==> src/rtl/rr_arbiter_16_pkg.sv <==
// Shared definitions for the 16-way round-robin arbiter: sizes, FSM encoding
// and the index-to-one-hot helper used for the select lines.
package rr_arbiter_16_pkg;

   localparam int N_REQ = 16;
   localparam int IDX_W = 4;

   typedef enum logic {
      ST_IDLE = 1'b0,
      ST_BUSY = 1'b1
   } state_t;

   function automatic logic [N_REQ-1:0] onehot16(input logic [IDX_W-1:0] idx);
      logic [N_REQ-1:0] oh;
      oh      = {N_REQ{1'b0}};
      oh[idx] = 1'b1;
      return oh;
   endfunction

endpackage

==> src/rtl/rr_arbiter_16_if.sv <==
// Requester-side bundle of the arbiter: request/enable/release in,
// grant index, one-hot select and timeout pulse out.
interface rr_arbiter_16_if;
   import rr_arbiter_16_pkg::*;

   logic             en;
   logic [N_REQ-1:0] req;
   logic             done;
   logic             gnt_valid;
   logic [IDX_W-1:0] gnt_idx;
   logic [N_REQ-1:0] gnt_oh;
   logic             timeout;

   modport master (
      output en, req, done,
      input  gnt_valid, gnt_idx, gnt_oh, timeout
   );

   modport slave (
      input  en, req, done,
      output gnt_valid, gnt_idx, gnt_oh, timeout
   );

endinterface

==> src/rtl/rr_arbiter_16_pick16.sv <==
// Rotating-priority pick: the first set request found scanning upward from
// ptr with wrap-around; rotate, encode LSB-first, then rotate the index back.
module rr_pick16
   import rr_arbiter_16_pkg::*;
(
   input  logic [N_REQ-1:0] req,
   input  logic [IDX_W-1:0] ptr,
   output logic             any,
   output logic [IDX_W-1:0] idx
);

   logic [N_REQ-1:0] rot_s;
   logic [IDX_W-1:0] enc_s;

   // rotate so ptr lands at bit 0, then find the lowest set bit
   always_comb begin
      rot_s = N_REQ'({req, req} >> ptr);
      enc_s = {IDX_W{1'b0}};
      for (int i = N_REQ - 1; i >= 0; i--) begin
         if (rot_s[i]) begin
            enc_s = IDX_W'(i);
         end else begin
            enc_s = enc_s;
         end
      end
   end

   assign any = |req;
   assign idx = enc_s + ptr;

endmodule

==> src/rtl/rr_arbiter_16.sv <==
// Round-robin arbiter for one shared slot among 16 requesters: grant is held
// until done, request drop or hold timeout, then priority moves past the holder.
module rr_arbiter_16
   import rr_arbiter_16_pkg::*;
#(
   parameter int HOLD_W   = 8,
   parameter int HOLD_MAX = 255
) (
   input  logic            clk,
   input  logic            rst,
   rr_arbiter_16_if.slave  arb
);

   localparam logic [HOLD_W-1:0] HOLD_SAT  = {HOLD_W{1'b1}};
   localparam logic [HOLD_W-1:0] HOLD_ONE  = HOLD_W'(1);
   localparam logic [HOLD_W-1:0] HOLD_LAST = HOLD_W'(HOLD_MAX - 1);
   localparam logic              TMO_EN    = (HOLD_MAX != 0);

   state_t           state_r, state_nx_s;
   logic [IDX_W-1:0] ptr_r, ptr_nx_s;
   logic [IDX_W-1:0] gnt_idx_r, gnt_idx_nx_s;
   logic [HOLD_W-1:0] hold_r, hold_nx_s;
   logic             gnt_valid_r, gnt_valid_nx_s;
   logic             timeout_r, timeout_nx_s;

   logic             pick_any_s;
   logic [IDX_W-1:0] pick_idx_s;
   logic             rel_done_s, rel_drop_s, rel_tmo_s, release_s;

   rr_pick16 u_pick (
      .req (arb.req),
      .ptr (ptr_r),
      .any (pick_any_s),
      .idx (pick_idx_s)
   );

   assign rel_done_s = arb.done;
   assign rel_drop_s = ~arb.req[gnt_idx_r];
   assign rel_tmo_s  = TMO_EN && (hold_r == HOLD_LAST);
   assign release_s  = rel_done_s | rel_drop_s | rel_tmo_s;

   // next-state and next-register values for the grant FSM
   always_comb begin
      state_nx_s     = state_r;
      ptr_nx_s       = ptr_r;
      gnt_idx_nx_s   = gnt_idx_r;
      hold_nx_s      = hold_r;
      gnt_valid_nx_s = gnt_valid_r;
      timeout_nx_s   = 1'b0;
      case (state_r)
         ST_IDLE: begin
            if (arb.en && pick_any_s) begin
               state_nx_s     = ST_BUSY;
               gnt_idx_nx_s   = pick_idx_s;
               gnt_valid_nx_s = 1'b1;
               hold_nx_s      = {HOLD_W{1'b0}};
            end else begin
               gnt_valid_nx_s = 1'b0;
            end
         end
         ST_BUSY: begin
            if (hold_r != HOLD_SAT) begin
               hold_nx_s = hold_r + HOLD_ONE;
            end else begin
               hold_nx_s = hold_r;
            end
            if (release_s) begin
               state_nx_s     = ST_IDLE;
               gnt_valid_nx_s = 1'b0;
               ptr_nx_s       = gnt_idx_r + 4'd1;
               // a forced release only counts as a timeout when nothing else ended the grant
               timeout_nx_s   = rel_tmo_s & ~rel_done_s & ~rel_drop_s;
            end else begin
               gnt_valid_nx_s = 1'b1;
            end
         end
         default: begin
            state_nx_s     = ST_IDLE;
            gnt_valid_nx_s = 1'b0;
         end
      endcase
   end

   // state and grant registers with synchronous reset
   always_ff @(posedge clk) begin
      if (rst) begin
         state_r     <= ST_IDLE;
         ptr_r       <= {IDX_W{1'b0}};
         gnt_idx_r   <= {IDX_W{1'b0}};
         hold_r      <= {HOLD_W{1'b0}};
         gnt_valid_r <= 1'b0;
         timeout_r   <= 1'b0;
      end else begin
         state_r     <= state_nx_s;
         ptr_r       <= ptr_nx_s;
         gnt_idx_r   <= gnt_idx_nx_s;
         hold_r      <= hold_nx_s;
         gnt_valid_r <= gnt_valid_nx_s;
         timeout_r   <= timeout_nx_s;
      end
   end

   assign arb.gnt_valid = gnt_valid_r;
   assign arb.gnt_idx   = gnt_idx_r;
   assign arb.timeout   = timeout_r;
   assign arb.gnt_oh    = onehot16(gnt_idx_r) & {N_REQ{gnt_valid_r}};

endmodule

==> src/flat_wrapper.sv <==
// flat-port wrapper written by rule: the top's interface ports become plain ports
module rr_arbiter_16_flat import rr_arbiter_16_pkg::*;
#(
   parameter int HOLD_W   = 8,
   parameter int HOLD_MAX = 255
)
  (clk, rst, arb_en, arb_req, arb_done, arb_gnt_valid, arb_gnt_idx, arb_gnt_oh, arb_timeout);
  rr_arbiter_16_if arb_i ();
  input  logic clk;
  input  logic rst;
  input wire logic [$bits(arb_i.en)-1:0] arb_en;
  input wire logic [$bits(arb_i.req)-1:0] arb_req;
  input wire logic [$bits(arb_i.done)-1:0] arb_done;
  output wire logic [$bits(arb_i.gnt_valid)-1:0] arb_gnt_valid;
  output wire logic [$bits(arb_i.gnt_idx)-1:0] arb_gnt_idx;
  output wire logic [$bits(arb_i.gnt_oh)-1:0] arb_gnt_oh;
  output wire logic [$bits(arb_i.timeout)-1:0] arb_timeout;
  assign arb_i.en = arb_en;
  assign arb_i.req = arb_req;
  assign arb_i.done = arb_done;
  assign arb_gnt_valid = arb_i.gnt_valid;
  assign arb_gnt_idx = arb_i.gnt_idx;
  assign arb_gnt_oh = arb_i.gnt_oh;
  assign arb_timeout = arb_i.timeout;
  rr_arbiter_16 #(.HOLD_W(HOLD_W), .HOLD_MAX(HOLD_MAX)) u_core (.clk(clk), .rst(rst), .arb(arb_i));
endmodule
==> config.mk <==
export PLATFORM = sky130hd
export DESIGN_NAME = rr_arbiter_16_flat
export DESIGN_NICKNAME = d
export VERILOG_FILES = /design/src/rtl/rr_arbiter_16_pkg.sv /design/src/rtl/rr_arbiter_16_if.sv /design/src/rtl/rr_arbiter_16_pick16.sv /design/src/rtl/rr_arbiter_16.sv /design/src/flat_wrapper.sv
export SDC_FILE = /design/constraint.sdc
export NUM_CORES = 1
export LEC_CHECK = 0
export CAP_MARGIN = 30
export CORE_ASPECT_RATIO = 0.6
export CORE_MARGIN = 8
export CORE_UTILIZATION = 50
export CTS_BUF_LIST = sky130_fd_sc_hd__clkbuf_8
export CTS_CLUSTER_DIAMETER = 200
export DETAILED_ROUTE_END_ITERATION = 7
export HOLD_SLACK_MARGIN = 0.02
export PLACE_DENSITY = 0.79
export SETUP_SLACK_MARGIN = 0.4
export SYNTH_ARGS = -nofsm -noshare
export SYNTH_HDL_FRONTEND = slang
export SYNTH_SLANG_ARGS = --single-unit
==> constraint.sdc <==
create_clock -name clk -period 3.3 [get_ports clk]
set_input_delay 0.33 -clock clk [delete_from_list [all_inputs] [get_ports clk]]
set_output_delay 0.33 -clock clk [all_outputs]
set_load 0.02 [all_outputs]
==> results.ini <==
[logic_synthesis]
yosysWarnings=0
synth_top_area_share_pct=17.4
ys_types=55
synth_seq_area_share_pct=14.6
syn_avg_cell_area_sq_um=8.58
synthCells=287
syn-num-nets=317
synth.most_common_cell=nor2_1
ys_ff_latch=18
synthMuxAreaShare_pct=30.8
ys_async_sr_fraction_pct=0
synth_top_family_by_area=multiplexers
synth_compound_area_share_pct=19.1
syn-cell-area_sq_mm=0.00246
synth-simple-area-share_pct=21.9
synth_xor_area_share_pct=2.49
synth_edf_count=0
ys_top_cells_by_area=mux4_2, dfxtp_1, mux4_1
yosys_most_used_dff=dfxtp_1
synth_common_cells=nor2_1, nand2_1, a21oi_1, mux4_2, dfxtp_1
yosys.area.top_type=mux4_2
synthAdderAreaFrac_pct=5.39

[power_and_ir_drop]
p_seq_share_pct=22.5
power_density_mw_per_mm2=341
p_leak_nw=1.38
irDropWorstVdd_uv=233
power.share.clock_pct=12.9
finalPower_mw=1.22
power.switching_mw=0.496
power_frac_comb_pct=64.6
power_switching_share_pct=40.7
internal-power_mw=0.721

[critical_path]
slowest_delay_ps=560
crit_type=flop to flop
rr_endpoint=u_core.arb.gnt_idx[3]$_SDFFE_PP0P_
timing.rr.start=u_core.ptr_r[1]$_SDFFE_PP0P_
path_common_cell=mux4_2
rr_worst_depth=15
worstPathRequired_ps=3490
worstSetupEndpointType=flop
r2r_slack_ps=-280
cp-start-kind=flop
startpoint=u_core.ptr_r[1]$_SDFFE_PP0P_
crit_fanout=6
crit_chain=buf_12, mux4_2, mux4_2, a31o_1, a21oi_2, nor3_1, a41o_1, a31oi_2, ha_4, a21o_1, a21oi_4, nor4_4, o211ai_1, o31a_1, o211ai_2
critPathSlowestCell=mux4_2
arrival_ps=3770

[final_layout]
nFillCells=314
drive_gt1_share_pct=32.8
final_area_sq_mm=0.00357
antenna_cells=0
final_nets=422
utilization_pct=76.7
syn2layout_area_growth_pct=45.1

[sta]
max_slew_margin_pct=45.9
hold_viol=0
grt_setup_unrepaired=true
finalClockSkew_ps=1.77
maxSlewViolCount=0
finalSetupViolations=3
max_freq_ghz=0.279
holdWs_ps=500
fin_crit_ps=3580
setup_ws_ps=-279
worst_pin_slew_ps=802
finalCritPeriodShare_pct=108

[global_routing]
grt_max_degree=29
antenna_found_initial=0
grt_use_total_pct=22.9
grt_pass1_vias=2854
overflow=0
grt_pass1_wl_microns=14100

[min_path]
hp-class=flop to flop
hold_depth=2
worstHoldStart=u_core.hold_r[7]$_SDFFE_PP0P_
min_to=u_core.hold_r[7]$_SDFFE_PP0P_

[place]
gp_congestion=0.968
dpl.hpwl_microns=6780
pre_cts_ws_ps=-754
place_area_sq_mm=0.00340
port_buffers=41

[cts]
tritoncts=yes
cts_buffer_depth=2
cts-buffers-inserted=3
root_buffer=clkbuf_8
htreeDepth=1
cts.sinks=18
clk_pin_slew_ps=70
clkLatencyLatePin_ps=260

[route]
drcViolationCount=0
wire_per_inst_microns=19.3
totalWireLength_microns=8740
num_vias=2886
drt_iter0_drc=288
drtAntennaViolNets=0
avgViaCountPerCell=6.37
first_pass_iters=7

[run_status]
run_status=complete, but fails checks
failed_checks=setup timing

[floorplanning]
rows=19
die-area_sq_mm=0.00750
ios=42
die_x_microns=107
start_util_pct=52.8
core_region_area_sq_mm=0.00466
die_y_microns=70.3

[flow_run]
cap_violations=0

## stage by stage
| step | setup TNS, ps | std cells |
|---|---|---|
| floorplan | 0 | 287 |
| global placement | -1360 | 441 |
| detailed placement | -2030 | 441 |
| CTS | -551 | 449 |
| global route | -857 | 453 |
| finish | -570 | 453 |
## cell type report
type	instances	area, sq um	area share (%)
multi-input combinational	238	2020	56.6
sequential	18	365	10.2
tap	63	78.8	2.21
inverter	14	52.6	1.47
clock buffer	3	41.3	1.16
timing repair buffer	117	1010	28.3
## critical path: cells and delay by family (launching register included)
kind / cells / cell delay (ps)
AOI/OAI and AO/OA: 9 / 1390
muxes: 2 / 1060
DFF: 1 / 400
and+or+nand+nor: 2 / 340
adders and majority gates: 1 / 170
buffers and inverters: 1 / 130
## placed cells by master (no fill, tap or decap), drive strengths merged, types with 2 or more instances in the layout
cell	synthesis	layout
a211oi	6	6
a21o	3	3
a21oi	22	22
a22o	3	3
a31oi	2	2
a41o	2	2
and2	2	2
and3	3	3
buf	7	76
clkbuf	10	3
clkdlybuf4s50	0	34
dfxtp	18	18
dlygate4sd2	0	5
dlymetal6s2s	0	2
ha	9	9
inv	14	14
mux2	5	5
mux2i	9	9
mux4	26	26
nand2	28	28
nand2b	8	8
nand3	4	4
nand4	5	5
nor2	36	36
nor2b	7	7
nor3	9	9
o211ai	6	6
o21ai	13	13
or2	2	2
or3	2	2
or4	4	4
xnor2	3	3
xor2	4	4
## state kept, by name (all words and copies together) (netlist names)
signal and count:
u_core.hold_r 8, u_core.arb.gnt_idx 4, u_core.ptr_r 4, u_core.arb.timeout 1, u_core.state_r 1
## per-layer routing
metal  vias to the layer above  GRT usage, %  share of wire [%]
li1                       1299             -                  -
met5                         -             0                  0
met2                       214          33.9                 43
met3                        16          6.96                 12
met1                      1357          31.7                 44
met4                         0          5.27                1.4
## cell families (layout without fill, tap and decap cells)
logic type                 after synthesis  count (layout)
xor gates and xnor gates                 7               7
AOI/OAI and AO/OA                       69              69
muxes                                   40              40
and+or+nand+nor                        112             112
buffers and inverters                   31             134
DFF                                     18              18
adders and majority gates               10              10
## worst max path at each step
| stage | to | slack [ps] | cells past startpoint |
|---|---|---|---|
| global route | u_core.arb.gnt_idx[3]$_SDFFE_PP0P_ | -370 | 15 |
| CTS | u_core.arb.gnt_idx[3]$_SDFFE_PP0P_ | -250 | 15 |
| finish | u_core.arb.gnt_idx[3]$_SDFFE_PP0P_ | -280 | 15 |
| floorplan | u_core.arb.gnt_idx[3]$_SDFFE_PP0P_ | 3 | 15 |
| global placement | u_core.arb.gnt_idx[2]$_SDFFE_PP0P_ | -470 | 14 |
| detailed placement | u_core.arb.gnt_idx[3]$_SDFFE_PP0P_ | -750 | 15 |
## power by group through the flow
stage / combinational, mW / clock, mW / sequential (mW)
3_3_place_gp: 0.684 / 0 / 0.275
2_1_floorplan: 0.431 / 0 / 0.256
6_report: 0.785 / 0.157 / 0.274
5_1_grt: 0.834 / 0.168 / 0.278
3_5_place_dp: 0.709 / 0 / 0.276
4_1_cts: 0.730 / 0.154 / 0.272
## what timing repair did
item                                    CTS  global route
endpoints found under the hold margin     0             0
endpoints found under the setup margin    4             4
cloned                                    0             0
pin swaps                                20            12
resized for setup                        16            10
hold buffers                              0             0
setup buffers                             5             4
No activity file was read; power rests on OpenSTA's default activity.
